## config.mk

```make
export PLATFORM = sky130hd
export DESIGN_NAME = alarm_scheduler
export DESIGN_NICKNAME = d
export VERILOG_FILES = /design/src/rtl/alarm_scheduler.sv
export SDC_FILE = /design/constraint.sdc
export NUM_CORES = 1
export LEC_CHECK = 0
export BUFFER_PORTS_ARGS = -buffer_cell sky130_fd_sc_hd__buf_2
export CAP_MARGIN = 5
export CORE_MARGIN = 1.5
export CORE_UTILIZATION = 39
export CTS_CLUSTER_DIAMETER = 80
export CTS_CLUSTER_SIZE = 28
export DETAILED_ROUTE_END_ITERATION = 12
export PLACE_DENSITY_LB_ADDON = 0.25
export SYNTH_ARGS = -nofsm -noshare
export SYNTH_HDL_FRONTEND = slang
export SYNTH_SLANG_ARGS = --single-unit
```

## constraint.sdc

```tcl
create_clock -name clk -period 3.67 [get_ports clk]
set_clock_uncertainty 0.05 [all_clocks]
set_input_delay 0.5505 -clock clk [delete_from_list [all_inputs] [get_ports clk]]
set_output_delay 0.5505 -clock clk [all_outputs]
set_load 0.005 [all_outputs]
```

## src/rtl/alarm_scheduler.sv

```systemverilog
// -----------------------------------------------------------------------------
// alarm_scheduler
//
// This block is the user-facing controller that sits beside the timekeeping
// counter. It has two jobs:
//   * It runs the mode state machine (RUN -> SET_H -> SET_M -> ALM_H -> ALM_M).
//     This lets the user edit the clock time and the alarm time. When the clock
//     time is committed, the block issues a one-cycle load strobe to the
//     timekeeper.
//   * It holds the alarm time and compares it with the live time. It also
//     sequences the ring / snooze / stop behaviour of the alarm.
//
// Ports
//   clk           system clock
//   rst           synchronous active-high reset (overrides every other input)
//   tick          one-cycle pulse per second
//   hour/minute/second   live time from the timekeeper
//   btn_mode      pulse: advance mode (acts as stop while the alarm is active in RUN)
//   btn_inc       pulse: increment the field being edited
//   btn_snooze    pulse: snooze a ringing alarm
//   btn_stop      pulse: stop the alarm
//   alarm_en      level: alarm armed
//   set_time      one-cycle load strobe to the timekeeper
//   key_hour/key_minute  time value to load
//   mode          0 RUN, 1 SET_H, 2 SET_M, 3 ALM_H, 4 ALM_M
//   alarm_hour/alarm_minute  stored alarm time
//   ring          high while ringing
//   snoozing      high while snoozing
// -----------------------------------------------------------------------------
module alarm_scheduler #(
  parameter int         RING_SECS    = 60,
  parameter int         SNOOZE_SECS  = 300,
  parameter int         MAX_SNOOZE   = 3,
  parameter int         EDIT_TIMEOUT = 30,
  parameter logic [5:0] ALM_RST_H    = 6'd7,
  parameter logic [5:0] ALM_RST_M    = 6'd0
) (
  input  logic       clk,
  input  logic       rst,
  input  logic       tick,
  input  logic [5:0] hour,
  input  logic [5:0] minute,
  input  logic [5:0] second,
  input  logic       btn_mode,
  input  logic       btn_inc,
  input  logic       btn_snooze,
  input  logic       btn_stop,
  input  logic       alarm_en,
  output logic       set_time,
  output logic [5:0] key_hour,
  output logic [5:0] key_minute,
  output logic [2:0] mode,
  output logic [5:0] alarm_hour,
  output logic [5:0] alarm_minute,
  output logic       ring,
  output logic       snoozing
);

  localparam int RING_W = $clog2(RING_SECS + 1);
  localparam int SNZ_W  = $clog2(SNOOZE_SECS + 1);
  localparam int NUM_W  = $clog2(MAX_SNOOZE + 1);
  localparam int IDLE_W = $clog2(EDIT_TIMEOUT + 1);

  typedef enum logic [2:0] {
    RUN   = 3'd0,
    SET_H = 3'd1,
    SET_M = 3'd2,
    ALM_H = 3'd3,
    ALM_M = 3'd4
  } mode_e;

  typedef enum logic [1:0] {
    A_IDLE   = 2'd0,
    A_RING   = 2'd1,
    A_SNOOZE = 2'd2
  } alarm_e;

  mode_e             mode_q, mode_d;
  alarm_e            astate_q, astate_d;
  logic              set_time_q, set_time_d;
  logic [5:0]        key_hour_q, key_hour_d;
  logic [5:0]        key_minute_q, key_minute_d;
  logic [5:0]        alarm_hour_q, alarm_hour_d;
  logic [5:0]        alarm_minute_q, alarm_minute_d;
  logic [RING_W-1:0] ring_cnt_q, ring_cnt_d;
  logic [SNZ_W-1:0]  snz_cnt_q, snz_cnt_d;
  logic [NUM_W-1:0]  snz_num_q, snz_num_d;
  logic [IDLE_W-1:0] idle_cnt_q, idle_cnt_d;

  logic any_btn;
  logic alarm_active;
  logic mode_is_stop;
  logic stop_req;
  logic trigger;

  // Increment with wrap. Using >= also pulls an out-of-range value back to 0.
  function automatic logic [5:0] wrap_inc(input logic [5:0] v, input logic [5:0] max_v);
    return (v >= max_v) ? 6'd0 : v + 6'd1;
  endfunction

  assign any_btn      = btn_mode | btn_inc | btn_snooze | btn_stop;
  assign alarm_active = (astate_q != A_IDLE);
  // While the alarm is active, the mode button in RUN is swallowed as a stop.
  // This keeps the user from wandering into an edit mode while the alarm is ringing.
  assign mode_is_stop = btn_mode && (mode_q == RUN) && alarm_active;
  assign stop_req     = btn_stop || mode_is_stop;
  assign trigger      = alarm_en && (mode_q == RUN) && tick &&
                        (hour == alarm_hour_q) && (minute == alarm_minute_q) &&
                        (second == 6'd0);

  always_comb begin
    mode_d         = mode_q;
    astate_d       = astate_q;
    set_time_d     = 1'b0;
    key_hour_d     = key_hour_q;
    key_minute_d   = key_minute_q;
    alarm_hour_d   = alarm_hour_q;
    alarm_minute_d = alarm_minute_q;
    ring_cnt_d     = ring_cnt_q;
    snz_cnt_d      = snz_cnt_q;
    snz_num_d      = snz_num_q;
    idle_cnt_d     = idle_cnt_q;

    // Inactivity counter. It saturates so that it can sit in RUN indefinitely.
    if (any_btn) begin
      idle_cnt_d = '0;
    end else if (tick && (idle_cnt_q != IDLE_W'(EDIT_TIMEOUT))) begin
      idle_cnt_d = idle_cnt_q + IDLE_W'(1);
    end

    // Mode FSM. The mode button wins over increment in the same cycle.
    if (btn_mode && !mode_is_stop) begin
      unique case (mode_q)
        RUN: begin
          mode_d       = SET_H;
          key_hour_d   = hour;
          key_minute_d = minute;
        end
        SET_H: mode_d = SET_M;
        SET_M: begin
          mode_d     = ALM_H;
          set_time_d = 1'b1;
        end
        ALM_H:   mode_d = ALM_M;
        ALM_M:   mode_d = RUN;
        default: mode_d = RUN;
      endcase
    end else if (btn_inc) begin
      unique case (mode_q)
        SET_H:   key_hour_d     = wrap_inc(key_hour_q, 6'd23);
        SET_M:   key_minute_d   = wrap_inc(key_minute_q, 6'd59);
        ALM_H:   alarm_hour_d   = wrap_inc(alarm_hour_q, 6'd23);
        ALM_M:   alarm_minute_d = wrap_inc(alarm_minute_q, 6'd59);
        default: ;
      endcase
    end else if ((mode_q != RUN) && (idle_cnt_d == IDLE_W'(EDIT_TIMEOUT))) begin
      // An abandoned edit falls back to RUN without committing the time.
      mode_d = RUN;
    end

    // Alarm FSM
    unique case (astate_q)
      A_IDLE: begin
        if (trigger) begin
          astate_d   = A_RING;
          ring_cnt_d = RING_W'(RING_SECS);
          snz_num_d  = '0;
        end
      end
      A_RING: begin
        if (!alarm_en || stop_req) begin
          astate_d = A_IDLE;
        end else if (btn_snooze) begin
          if (snz_num_q < NUM_W'(MAX_SNOOZE)) begin
            astate_d  = A_SNOOZE;
            snz_cnt_d = SNZ_W'(SNOOZE_SECS);
            snz_num_d = snz_num_q + NUM_W'(1);
          end else begin
            // The snooze allowance is used up, so this press stops the alarm.
            astate_d = A_IDLE;
          end
        end else if (tick) begin
          if (ring_cnt_q <= RING_W'(1)) begin
            astate_d   = A_IDLE;
            ring_cnt_d = '0;
          end else begin
            ring_cnt_d = ring_cnt_q - RING_W'(1);
          end
        end
      end
      A_SNOOZE: begin
        if (!alarm_en || stop_req) begin
          astate_d = A_IDLE;
        end else if (tick) begin
          if (snz_cnt_q <= SNZ_W'(1)) begin
            astate_d   = A_RING;
            snz_cnt_d  = '0;
            ring_cnt_d = RING_W'(RING_SECS);
          end else begin
            snz_cnt_d = snz_cnt_q - SNZ_W'(1);
          end
        end
      end
      default: astate_d = A_IDLE;
    endcase
  end

  always_ff @(posedge clk) begin
    if (rst) begin
      mode_q         <= RUN;
      astate_q       <= A_IDLE;
      set_time_q     <= 1'b0;
      key_hour_q     <= 6'd0;
      key_minute_q   <= 6'd0;
      alarm_hour_q   <= ALM_RST_H;
      alarm_minute_q <= ALM_RST_M;
      ring_cnt_q     <= '0;
      snz_cnt_q      <= '0;
      snz_num_q      <= '0;
      idle_cnt_q     <= '0;
    end else begin
      mode_q         <= mode_d;
      astate_q       <= astate_d;
      set_time_q     <= set_time_d;
      key_hour_q     <= key_hour_d;
      key_minute_q   <= key_minute_d;
      alarm_hour_q   <= alarm_hour_d;
      alarm_minute_q <= alarm_minute_d;
      ring_cnt_q     <= ring_cnt_d;
      snz_cnt_q      <= snz_cnt_d;
      snz_num_q      <= snz_num_d;
      idle_cnt_q     <= idle_cnt_d;
    end
  end

  assign mode         = mode_q;
  assign set_time     = set_time_q;
  assign key_hour     = key_hour_q;
  assign key_minute   = key_minute_q;
  assign alarm_hour   = alarm_hour_q;
  assign alarm_minute = alarm_minute_q;
  assign ring         = (astate_q == A_RING);
  assign snoozing     = (astate_q == A_SNOOZE);

endmodule

```

==> metrics.cfg <==
[sta]
fmax_mhz=420.8
min_period_over_period_pct=64.75
fin_tns_setup_ps=0
grt_setup_unrepaired=false
hold_violations=0
tightest_slew_ps=920.2
drv_slew=0
period_needed_ps=2376
finalSetupViolCount=0
maxSlewHeadroom_pct=38.65

[synth]
syn_inst=393
synthFlopType=dfxtp_1
synth_area_um2=3213
synth_xor_area_share_pct=5.724
synth_nets=430
synthDistinctLibCells=67
yosys.area_share.simple_pct=28.70
synth_top_family_by_area=simple AND/OR/NAND/NOR gates
synth_fa_ha_area_share_pct=4.283
synth_edf_count=0
yosysSeqAreaShare_pct=32.40
synth_mux_area_share_pct=1.246
synth_compound_area_share_pct=23.91
yosys_warnings=0
ys_seq_elements=52
async_flop_share_pct=0
syn_area_per_cell_um2=8.176

[cells_and_area]
nets=476
num_antenna_cells=0
final_layout_size_suffix_gt1_share_pct=19.09
area_growth_pct=13.40
nFillCells=828

[power]
p_per_area_nw_per_um2=296.0
p_int_mw=0.7754
p_sw_mw=0.3031
p_leak_nw=1.440
max-vdd-ir-drop_mv=0.1564
swShare_pct=28.11
comb_power_share_pct=12.4
p_seq_share_pct=55.7
power_mw=1.079
clock_power_share_pct=31.9

[floorplan]
num_rows=32
num_io_pins=56
dieArea_um2=8792
core_area_um2=7848
die_y_um=93.77
die_w_um=93.77
start_util_pct=40.94

[setup_path]
regToRegSetupSlack_ps=1290
start_kind=flop
cp_cell_sequence=nor2_1 -> o21a_1 -> nor2_1 -> a22oi_1 -> a211oi_1
max_stage_delay_ps=650
crit_buf_inv=0
rr_startpoint=astate_q[1]$_SDFFE_PP0P_
crit_arrival_ps=2490
required_ps=3780
crit_top_cell=nor2_1
end_kind=flop
crit_path_max_fanout=20
reg2regPathDepth=5
cpMaxStageDelayCell=o21a_1
path_delay_family=compound AO/OA/AOI/OAI gates
r2r_end=key_minute[4]$_SDFFE_PP0P_
critical_path_class=flop to flop

[clock_tree]
cts_setup_buffers=0
cts.sinks=52
cts_max_level=2
clkLatencyLatePin_ps=320
cts_buffers=5
cts_hold_buf=0
cts_resized=0
clk_pin_slew_ps=110
cts-root-buf=clkbuf_8
tritoncts=built
clockBufferDepth=2

[global_route]
overflow=0
grt_pass1_wl_um=13120
grt_max_degree=50
grt_use_total_pct=18.46
met2_usage_pct=29.53
met3_usage_pct=3.155
grt_pass1_vias=2835
grt.met1_usage_pct=25.00
busiest_layer=met2
antenna_found_initial=0

[status]
status=finished, final reports clean

[drt]
drtIter0Drc=163
wl_per_cell_um=14.36
drc_errors=0
wl_um=7784
ant_nets=0
vias=3075
viasPerCell=5.673
dr.pass1.iters=4

[placement]
portBuffers=55
gp_congestion=0.8406
place_hpwl_um=5776

[min_path]
hold_start=hour[5]
holdPathStages=3
hold_class=input pin to flop
hold_end=key_hour[5]$_SDFFE_PP0P_

[run]
drv_cap=0

[Yosys cell counts, types with 4 or more instances]
cell	count	share of area (%)
nand3_1	14	2.2
nor2_1	41	4.8
a21oi_1	40	6.2
dfxtp_1	52	32
inv_1	15	1.8
clkbuf_1	12	1.4
a211oi_1	8	1.9
o21ai_0	20	3.1
or3_1	4	0.78
xnor2_1	5	1.4
nor4_1	8	1.6
nand2b_1	8	1.6
nor3b_1	6	1.4
nor4b_1	6	1.6
nor3_1	16	2.5
nand2_1	19	2.2
nand4_1	9	1.8
ha_1	11	4.3
nand4b_1	4	1.1
a311oi_1	5	1.4
a21o_1	6	1.4
xor2_1	16	4.4
a31oi_1	5	0.97
[how the worst max path moves through the flow]
stage / slack (ps) / endpoint / cells past startpoint / startpoint
floorplan: 1420 / ring_cnt_q[1]$_SDFFE_PP0P_ / 5 / second[0]
global placement: 1200 / ring_cnt_q[0]$_SDFFE_PP0P_ / 6 / second[0]
detailed placement: 1190 / ring_cnt_q[0]$_SDFFE_PP0P_ / 6 / second[0]
CTS: 1340 / key_minute[4]$_SDFFE_PP0P_ / 5 / astate_q[1]$_SDFFE_PP0P_
global route: 1070 / key_minute[4]$_SDFFE_PP0P_ / 5 / astate_q[1]$_SDFFE_PP0P_
finish: 1290 / key_minute[4]$_SDFFE_PP0P_ / 5 / astate_q[1]$_SDFFE_PP0P_
[sequential cells by signal (all words and copies together) (netlist names)]
signal / flops
alarm_minute: 6
snz_num_q: 2
alarm_hour: 6
set_time: 1
snz_cnt_q: 9
key_hour: 6
idle_cnt_q: 5
key_minute: 6
ring_cnt_q: 6
mode: 3
astate_q: 2
[cells by family after synthesis]
kind of cell             Yosys count
multiplexers                       3
AND/OR/NAND/NOR                  163
buffers and inverters             31
AO/OA/AOI/OAI                    112
flip-flops                        52
XOR/XNOR                          21
adder cells (fa/ha/maj)           11
[worst register-to-register path, cell delays in order, from the launching register on]
cell	delay [ps]
dfxtp_1	460
nor2_1	550
o21a_1	660
nor2_1	180
a22oi_1	200
a211oi_1	110
[layer usage]
| metal | vias to the layer above | routed length (µm) | part of all wire (%) |
|---|---|---|---|
| met3 | 11 | 316 | 4.1 |
| met4 | 0 | 134 | 1.7 |
| met1 | 1443 | 3909 | 50 |
| met5 | - | 0 | 0 |
| met2 | 70 | 3423 | 44 |
| li1 | 1551 | - | - |
[layout make-up]
| cell class | instances | area (µm²) | share of cell area, % |
|---|---|---|---|
| Multi-Input combinational cell | 310 | 2052 | 56.32 |
| Clock inverter | 3 | 22.52 | 0.6181 |
| Tap cell | 102 | 127.6 | 3.503 |
| Timing Repair Buffer | 55 | 275.3 | 7.555 |
| Sequential cell | 52 | 1041 | 28.57 |
| Clock buffer | 5 | 68.82 | 1.889 |
| Inverter | 15 | 56.30 | 1.545 |
[cells in the final DEF (no fill, tap or decap), drive strengths merged, types with 8 or more instances in the layout]
cell type / n
buf: 55
dfxtp: 52
nor2: 41
a21oi: 40
o21ai: 21
nand2: 19
nor3: 18
xor2: 16
inv: 16
nand3: 14
ha: 11
nand4: 9
a211oi: 9
nand2b: 8
nor4: 8
[metrics by stage]
| stage | cells | hold WS [ps] | utilization, % | area (µm²) | setup slack, ps |
|---|---|---|---|---|---|
| 2_1_floorplan | 393 | 402.3 | - | 3213 | 1417 |
| 3_3_place_gp | 534 | 427.3 | 45.26 | 3552 | 1199 |
| 3_5_place_dp | 534 | 434.2 | 45.26 | 3552 | 1186 |
| 4_1_cts | 542 | 442.8 | 46.43 | 3643 | 1340 |
| 5_1_grt | 542 | 455.1 | 46.43 | 3643 | 1070 |
| 6_report | 542 | 445.5 | 46.43 | 3643 | 1294 |
[power groups by stage]
| stage | Combinational, mW | Clock, mW | Sequential [mW] |
|---|---|---|---|
| finish | 0.134 | 0.344 | 0.601 |
| global route | 0.149 | 0.377 | 0.604 |
| CTS | 0.134 | 0.352 | 0.600 |
| detailed placement | 0.134 | 0 | 0.613 |
| global placement | 0.131 | 0 | 0.613 |
| floorplan | 0.0886 | 0 | 0.607 |
Note: power is estimated with default switching activity, not from simulation.
